--- src/rtl/muu_pkg.sv ---
// muu_pkg: op codes, FSM states and helpers for the HI/LO multiply/divide unit.
// Ports: none (package).
package muu_pkg;

  localparam int WIDTH = 32;

  typedef enum logic [3:0] {
    OP_MULT  = 4'd0,
    OP_MULTU = 4'd1,
    OP_DIV   = 4'd2,
    OP_DIVU  = 4'd3,
    OP_MADD  = 4'd4,
    OP_MADDU = 4'd5,
    OP_MSUB  = 4'd6,
    OP_MSUBU = 4'd7,
    OP_MTHI  = 4'd8,
    OP_MTLO  = 4'd9
  } op_t;

  typedef enum logic [1:0] {
    ST_IDLE,
    ST_MUL,
    ST_DIV,
    ST_FIX
  } state_t;

  // Signed variants sit on the even codes below MTHI.
  function automatic logic op_signed(logic [3:0] op);
    return !op[0] && (op < OP_MTHI);
  endfunction

  function automatic logic op_div(logic [3:0] op);
    return (op == OP_DIV) || (op == OP_DIVU);
  endfunction

  function automatic logic op_mul(logic [3:0] op);
    return (op < OP_MTHI) && !op_div(op);
  endfunction

  function automatic logic op_madd(logic [3:0] op);
    return (op == OP_MADD) || (op == OP_MADDU);
  endfunction

  function automatic logic op_msub(logic [3:0] op);
    return (op == OP_MSUB) || (op == OP_MSUBU);
  endfunction

endpackage

--- src/rtl/muu_if.sv ---
// muu_if: request/result bundle between the datapath and the MUU.
// Ports: start/op/rs_value/rt_value (req), busy/done/div_by_zero/hi/lo (rsp).
interface muu_if #(
  parameter int WIDTH = 32
);
  logic             start;
  logic [3:0]       op;
  logic [WIDTH-1:0] rs_value;
  logic [WIDTH-1:0] rt_value;
  logic             busy;
  logic             done;
  logic             div_by_zero;
  logic [WIDTH-1:0] hi;
  logic [WIDTH-1:0] lo;

  modport master (
    output start, op, rs_value, rt_value,
    input  busy, done, div_by_zero, hi, lo
  );

  modport slave (
    input  start, op, rs_value, rt_value,
    output busy, done, div_by_zero, hi, lo
  );
endinterface

--- src/rtl/muu_divider.sv ---
// muu_divider: restoring unsigned divider, one quotient bit per step.
// Ports: clk, load, step, dividend, divisor in; quotient, remainder out.
module muu_divider #(
  parameter int WIDTH = muu_pkg::WIDTH
) (
  input  logic             clk,
  input  logic             load,
  input  logic             step,
  input  logic [WIDTH-1:0] dividend,
  input  logic [WIDTH-1:0] divisor,
  output logic [WIDTH-1:0] quotient,
  output logic [WIDTH-1:0] remainder
);

  logic [WIDTH-1:0] dvs;
  logic [WIDTH-1:0] quo;
  logic [WIDTH-1:0] rem;
  logic [WIDTH:0]   shf;
  logic [WIDTH:0]   dif;

  // rem < dvs always holds, so a successful
  // trial subtract fits back into WIDTH bits.
  assign shf = {rem, quo[WIDTH-1]};
  assign dif = shf - {1'b0, dvs};

  always_ff @(posedge clk) begin
    if (load) begin
      rem <= '0;
      quo <= dividend;
      dvs <= divisor;
    end else if (step) begin
      if (!dif[WIDTH]) begin
        rem <= dif[WIDTH-1:0];
        quo <= {quo[WIDTH-2:0], 1'b1};
      end else begin
        rem <= shf[WIDTH-1:0];
        quo <= {quo[WIDTH-2:0], 1'b0};
      end
    end
  end

  assign quotient  = quo;
  assign remainder = rem;

endmodule

--- src/rtl/muu_iterative.sv ---
// muu_iterative: multi-cycle HI/LO unit (MULT/DIV/MADD/MSUB/MTHI/MTLO).
// Ports: muu_clock, reset (sync, high), bus (muu_if.slave).
module muu_iterative #(
  parameter int WIDTH     = muu_pkg::WIDTH,
  parameter int MUL_ITERS = WIDTH,
  parameter int DIV_ITERS = WIDTH
) (
  input  logic   muu_clock,
  input  logic   reset,
  muu_if.slave   bus
);
  import muu_pkg::*;

  localparam int CW = $clog2(WIDTH);
  localparam int W2 = 2 * WIDTH;

  state_t           state;
  logic [CW-1:0]    cnt;
  logic [3:0]       op_q;
  logic             neg_ab;
  logic             neg_r;
  logic [WIDTH-1:0] mcand;
  logic [W2-1:0]    prod;
  logic [WIDTH-1:0] hi_q;
  logic [WIDTH-1:0] lo_q;
  logic             busy_q;
  logic             done_q;
  logic             dbz_q;

  logic             sgn;
  logic             rt_zero;
  logic             div_load;
  logic [WIDTH-1:0] a_mag;
  logic [WIDTH-1:0] b_mag;
  logic [WIDTH-1:0] quo;
  logic [WIDTH-1:0] rem;
  logic [WIDTH:0]   psum;
  logic [W2-1:0]    pfix;
  logic [W2-1:0]    acc;

  assign sgn     = op_signed(bus.op);
  assign rt_zero = (bus.rt_value == '0);

  assign a_mag = (sgn && bus.rs_value[WIDTH-1])
               ? -bus.rs_value : bus.rs_value;
  assign b_mag = (sgn && bus.rt_value[WIDTH-1])
               ? -bus.rt_value : bus.rt_value;

  assign div_load = (state == ST_IDLE) && bus.start
                  && op_div(bus.op) && !rt_zero;

  muu_divider #(.WIDTH(WIDTH)) u_div (
    .clk       (muu_clock),
    .load      (div_load),
    .step      (state == ST_DIV),
    .dividend  (a_mag),
    .divisor   (b_mag),
    .quotient  (quo),
    .remainder (rem)
  );

  // Multiplier sits in prod's low half and
  // shifts out as the partial sum shifts in.
  assign psum = {1'b0, prod[W2-1:WIDTH]}
              + (prod[0] ? {1'b0, mcand} : '0);

  assign pfix = neg_ab ? -prod : prod;
  assign acc  = {hi_q, lo_q};

  always_ff @(posedge muu_clock) begin
    if (reset) begin
      state  <= ST_IDLE;
      cnt    <= '0;
      hi_q   <= '0;
      lo_q   <= '0;
      busy_q <= 1'b0;
      done_q <= 1'b0;
      dbz_q  <= 1'b0;
    end else begin
      done_q <= 1'b0;
      dbz_q  <= 1'b0;
      unique case (state)
        ST_IDLE: begin
          if (bus.start) begin
            op_q   <= bus.op;
            cnt    <= '0;
            neg_ab <= sgn && (bus.rs_value[WIDTH-1]
                            ^ bus.rt_value[WIDTH-1]);
            neg_r  <= sgn && bus.rs_value[WIDTH-1];
            unique case (1'b1)
              bus.op == OP_MTHI: begin
                hi_q   <= bus.rs_value;
                done_q <= 1'b1;
              end
              bus.op == OP_MTLO: begin
                lo_q   <= bus.rs_value;
                done_q <= 1'b1;
              end
              op_div(bus.op) && rt_zero: begin
                done_q <= 1'b1;
                dbz_q  <= 1'b1;
              end
              op_div(bus.op) && !rt_zero: begin
                state  <= ST_DIV;
                busy_q <= 1'b1;
              end
              op_mul(bus.op): begin
                state  <= ST_MUL;
                busy_q <= 1'b1;
                mcand  <= a_mag;
                prod   <= {{WIDTH{1'b0}}, b_mag};
              end
              default: ;
            endcase
          end
        end
        ST_MUL: begin
          prod <= {psum, prod[WIDTH-1:1]};
          cnt  <= cnt + 1'b1;
          if (cnt == CW'(MUL_ITERS - 1))
            state <= ST_FIX;
        end
        ST_DIV: begin
          cnt <= cnt + 1'b1;
          if (cnt == CW'(DIV_ITERS - 1))
            state <= ST_FIX;
        end
        ST_FIX: begin
          state  <= ST_IDLE;
          busy_q <= 1'b0;
          done_q <= 1'b1;
          unique case (1'b1)
            op_div(op_q): begin
              lo_q <= neg_ab ? -quo : quo;
              hi_q <= neg_r ? -rem : rem;
            end
            op_madd(op_q): {hi_q, lo_q} <= acc + pfix;
            op_msub(op_q): {hi_q, lo_q} <= acc - pfix;
            default:       {hi_q, lo_q} <= pfix;
          endcase
        end
        default: state <= ST_IDLE;
      endcase
    end
  end

  assign bus.busy        = busy_q;
  assign bus.done        = done_q;
  assign bus.div_by_zero = dbz_q;
  assign bus.hi          = hi_q;
  assign bus.lo          = lo_q;

endmodule
--- src/flat_wrapper.sv ---
// flat-port wrapper written by rule: the top's interface ports become plain ports
module muu_iterative_flat import muu_pkg::*;
#(
  parameter int WIDTH     = muu_pkg::WIDTH,
  parameter int MUL_ITERS = WIDTH,
  parameter int DIV_ITERS = WIDTH
)
  (muu_clock, reset, bus_start, bus_op, bus_rs_value, bus_rt_value, bus_busy, bus_done, bus_div_by_zero, bus_hi, bus_lo);
  muu_if #(.WIDTH(WIDTH)) bus_i ();
  input  logic muu_clock;
  input  logic reset;
  input wire logic [$bits(bus_i.start)-1:0] bus_start;
  input wire logic [$bits(bus_i.op)-1:0] bus_op;
  input wire logic [$bits(bus_i.rs_value)-1:0] bus_rs_value;
  input wire logic [$bits(bus_i.rt_value)-1:0] bus_rt_value;
  output wire logic [$bits(bus_i.busy)-1:0] bus_busy;
  output wire logic [$bits(bus_i.done)-1:0] bus_done;
  output wire logic [$bits(bus_i.div_by_zero)-1:0] bus_div_by_zero;
  output wire logic [$bits(bus_i.hi)-1:0] bus_hi;
  output wire logic [$bits(bus_i.lo)-1:0] bus_lo;
  assign bus_i.start = bus_start;
  assign bus_i.op = bus_op;
  assign bus_i.rs_value = bus_rs_value;
  assign bus_i.rt_value = bus_rt_value;
  assign bus_busy = bus_i.busy;
  assign bus_done = bus_i.done;
  assign bus_div_by_zero = bus_i.div_by_zero;
  assign bus_hi = bus_i.hi;
  assign bus_lo = bus_i.lo;
  muu_iterative #(.WIDTH(WIDTH), .MUL_ITERS(MUL_ITERS), .DIV_ITERS(DIV_ITERS)) u_core (.muu_clock(muu_clock), .reset(reset), .bus(bus_i));
endmodule
--- config.mk ---
export PLATFORM = sky130hd
export DESIGN_NAME = muu_iterative_flat
export DESIGN_NICKNAME = d
export VERILOG_FILES = /design/src/rtl/muu_pkg.sv /design/src/rtl/muu_if.sv /design/src/rtl/muu_divider.sv /design/src/rtl/muu_iterative.sv /design/src/flat_wrapper.sv
export SDC_FILE = /design/constraint.sdc
export NUM_CORES = 1
export LEC_CHECK = 0
export ABC_CLOCK_PERIOD_IN_PS = 10100
export BUFFER_PORTS_ARGS = -buffer_cell sky130_fd_sc_hd__buf_4
export CORE_UTILIZATION = 45
export CTS_BUF_LIST = sky130_fd_sc_hd__clkbuf_4 sky130_fd_sc_hd__clkbuf_8
export DETAILED_ROUTE_END_ITERATION = 7
export PLACE_DENSITY = 0.67
export SLEW_MARGIN = 5
export SYNTH_ARGS = -nofsm -noshare
export SYNTH_HDL_FRONTEND = slang
export SYNTH_SLANG_ARGS = --single-unit
--- constraint.sdc ---
create_clock -name muu_clock -period 10.1 [get_ports muu_clock]
set_input_delay 2.525 -clock muu_clock [delete_from_list [all_inputs] [get_ports muu_clock]]
set_output_delay 2.525 -clock muu_clock [all_outputs]
set_load 0.01 [all_outputs]
==> results.toml <==
[run_status]
status = "completed"

[global_route]
grtUsageTotal_pct = 35.6
grt_max_degree = 74
grt_overflow = 0
grt_pass1_wl_um = 169000
grt_pass1_vias = 25900
antenna_found_initial = 7

[route]
dr_wl_met3_um = 13200
vias_per_cell = 6.59
vias = 28700
drc = 0
drt-met1-wl_um = 49000
drt_first_iter_violations = 3886
routed.top_layer = "met5"
wl_per_cell_um = 26.4
drt-total-wl_um = 115000
drtPass1Iterations = 6
route.met2.wl_um = 46600
ant_nets = 0

[logic_synthesis]
async_flop_share_pct = 0
ys_seq_area_share_pct = 25.6
synth_edf_count = 165
ys_types = 100
synth_top_flop_cell = "edfxtp_1"
synth_nets = 3784
yosysWarnings = 0
syn_avg_cell_area_um2 = 7.90
syn_inst = 3500
syn_area_um2 = 27700
ys_ff_latch = 271

[clock_network]
clock_sinks = 271
clk_latency_ns = 0.67
holdBufCountCts = 0
cts_resized = 0
cts_tree = "done"
cts_max_path_buffers = 3
root_buffer = "clkbuf_8"
cts_made_buffers = 48
clkTransAtPathRegs_ns = 0.06
post_cts.repair.setup_buffers = 0
htree_levels = 2

[power_and_ir_drop]
power_leakage_nw = 12.2
worst_ir_drop_vdd_v = 0.000149
power_per_cell_area_nw_per_um2 = 198

[worst_hold_path]
hold_class = "flop to flop"
hold_start = "u_core.bus.busy"

[setup_path]
critPathLaunch = "u_core.prod[2]"
cp_data_required_time_ns = 10.65
slowest_stage = "a2111oi_0"
arrival_ns = 7.55
endpoint_kind = "flop"
cp-start-kind = "flop"
criticalPathCategory = "flop to flop"
cp_max_fo = 11
rr_startpoint = "u_core.prod[2]"
cp_slowest_stage_delay_ns = 0.90
worstPathCellList = "or3_1 > nor4_1 > nand2_1 > o41ai_1 > xor2_1 > inv_1 > ha_1 > nor2b_1 > o21ai_0 > a211oi_1 > a2111oi_0 > o31ai_2 > buf_4 > a2111oi_0 > o311ai_0 > a311oi_1 > mux2i_1 > nand2_1"

[floorplanning]
fp.dieW_um = 250
fp.dieH_um = 250
die_area_um2 = 62400
initial_utilization_pct = 45.6
row_count = 90
core_um2 = 60600
ios = 138

[place]
portBuffers = 137
hpwl_um = 90300
place_congestion = 1.06
dp_slack_ns = 3.26

[layout]
layout.nets = 3821
area_delta_synth_final_pct = 9.25
multi_input_area_um2 = 19100
postLayoutCoreUtil_pct = 49.9
fill_cells = 6040
ff_latch_area_um2 = 7080
drive_above_1_share_pct = 10.0

[sta]
relSlewSlack_pct = 22.6
fin_crit_ns = 7.00
hold_slack_ns = 0.484
hold_violations = 0
worst_slew_pin_slew_ns = 1.15
fin_tns_setup_ns = 0
fmax_mhz = 143
slew_viol_final = 0
skew_ns = 0.0569
period_share_pct = 69.3
fin_ws_ns = 3.10
setup_viol = 0
rsz0062_at_grt = "no"

[job]
cap_violations = 0
[where the power goes]
part / leakage (nW) / total (mW) / switching, mW / internal [mW]
registers: 2.38 / 1.73 / 0.314 / 1.42
logic: 9.24 / 3.12 / 2.03 / 1.09
clock network: 0.545 / 1.12 / 0.515 / 0.607
[synth_stat cells (42+ instances only)]
master / count / area share, %
a211oi_1: 50 / 1.4
a31oi_1: 44 / 1.0
dfxtp_1: 106 / 7.7
and3_1: 45 / 1.0
a21o_1: 49 / 1.3
ha_1: 209 / 9.5
edfxtp_1: 165 / 18
nor3_1: 91 / 1.6
mux2i_1: 53 / 1.9
clkbuf_1: 161 / 2.2
and2_1: 51 / 1.2
inv_1: 208 / 2.8
xnor2_1: 151 / 4.8
nand3_1: 72 / 1.3
o21ai_0: 233 / 4.2
xor2_1: 126 / 4.0
nor4_1: 47 / 1.1
a21oi_1: 327 / 5.9
o21bai_1: 42 / 1.1
nand2_1: 313 / 4.2
o31ai_1: 71 / 1.9
nor2_1: 271 / 3.7
[area by class of cell]
cell class,count,area share [%]
antenna,4,0.0331
clock buffer,75,3.06
clock inverter,12,0.269
inverter,209,2.60
multi-input combinational,2834,63.1
sequential,271,23.4
tap,782,3.24
timing repair buffer,173,4.30
[per-layer routing]
layer  vias up  global-route usage, %
li1      13000                      -
met1     13700                   50.5
met2      1722                   51.3
met5         -                      0
met3       300                   6.98
met4         6                   17.4
[registers in the layout, summed over array words and instances, names as in the netlist]
signal / cells
u_core.neg_r: 1
u_core.bus.busy: 1
u_core.bus.lo: 32
u_core.neg_ab: 1
u_core.cnt: 5
u_core.bus.hi: 32
u_core.op_q: 3
u_core.u_div.remainder: 32
u_core.bus.div_by_zero: 1
u_core.bus.done: 1
u_core.prod: 64
u_core.state: 2
u_core.mcand: 32
u_core.u_div.dvs: 32
u_core.u_div.quotient: 32
[worst max-delay path, delay by kind of cell (launching register included)]
family / cells / cell delay [ns]
xor+xnor: 1 / 0.36
simple gates: 5 / 1.82
compound gates: 8 / 3.25
flops: 1 / 0.45
mux: 1 / 0.24
fa+ha+maj: 1 / 0.52
buf+inv: 2 / 0.28
[kinds of logic after synthesis]
kind of cell	synth area share (%)
flops	25.6
compound gates	26.7
buf+inv	5.64
xor+xnor	8.89
simple gates	20.1
fa+ha+maj	9.75
mux	3.30
[worst paths after layout]
kind                            end  slack (ns)  cells after the start
setup reg to reg  u_core.bus.hi[30]        3.10                     18
hold / removal      u_core.bus.busy        0.48                      2
setup / recovery  u_core.bus.hi[30]        3.10                     18
hold reg to reg     u_core.bus.busy        0.48                      2
[cells in the final DEF, fill, tap and decap left out, types with 26 or more instances in the layout]
master      n
nor3_1     91
ha_1      207
nand2b_1   26
a211oi_1   50
nor2_1    270
o221ai_1   32
nand4_1    39
nand3_1    72
o31ai_1    71
buf_4     173
dfxtp_1   106
nor2b_1    37
a31oi_1    44
o21bai_1   42
nand2_1   313
mux2_2     34
and2_1     51
o211ai_1   38
and3_1     45
o21ai_0   233
or4_1      27
xnor2_1   151
or3_1      29
nor4_1     46
a21o_1     49
a21oi_1   327
inv_1     206
edfxtp_1  165
xor2_1    126
mux2i_1    53
clkbuf_8   58
[stage by stage]
stage          cell area (µm²)  instances  power (mW)
6_report                 30200       4360        5.98
5_1_grt                  30200       4359        6.27
4_1_cts                  30200       4356        5.87
3_5_place_dp             29200       4269        4.75
3_3_place_gp             29200       4269        4.74
2_1_floorplan            27700       3500        3.78
No activity file was read; power rests on OpenSTA's default activity.
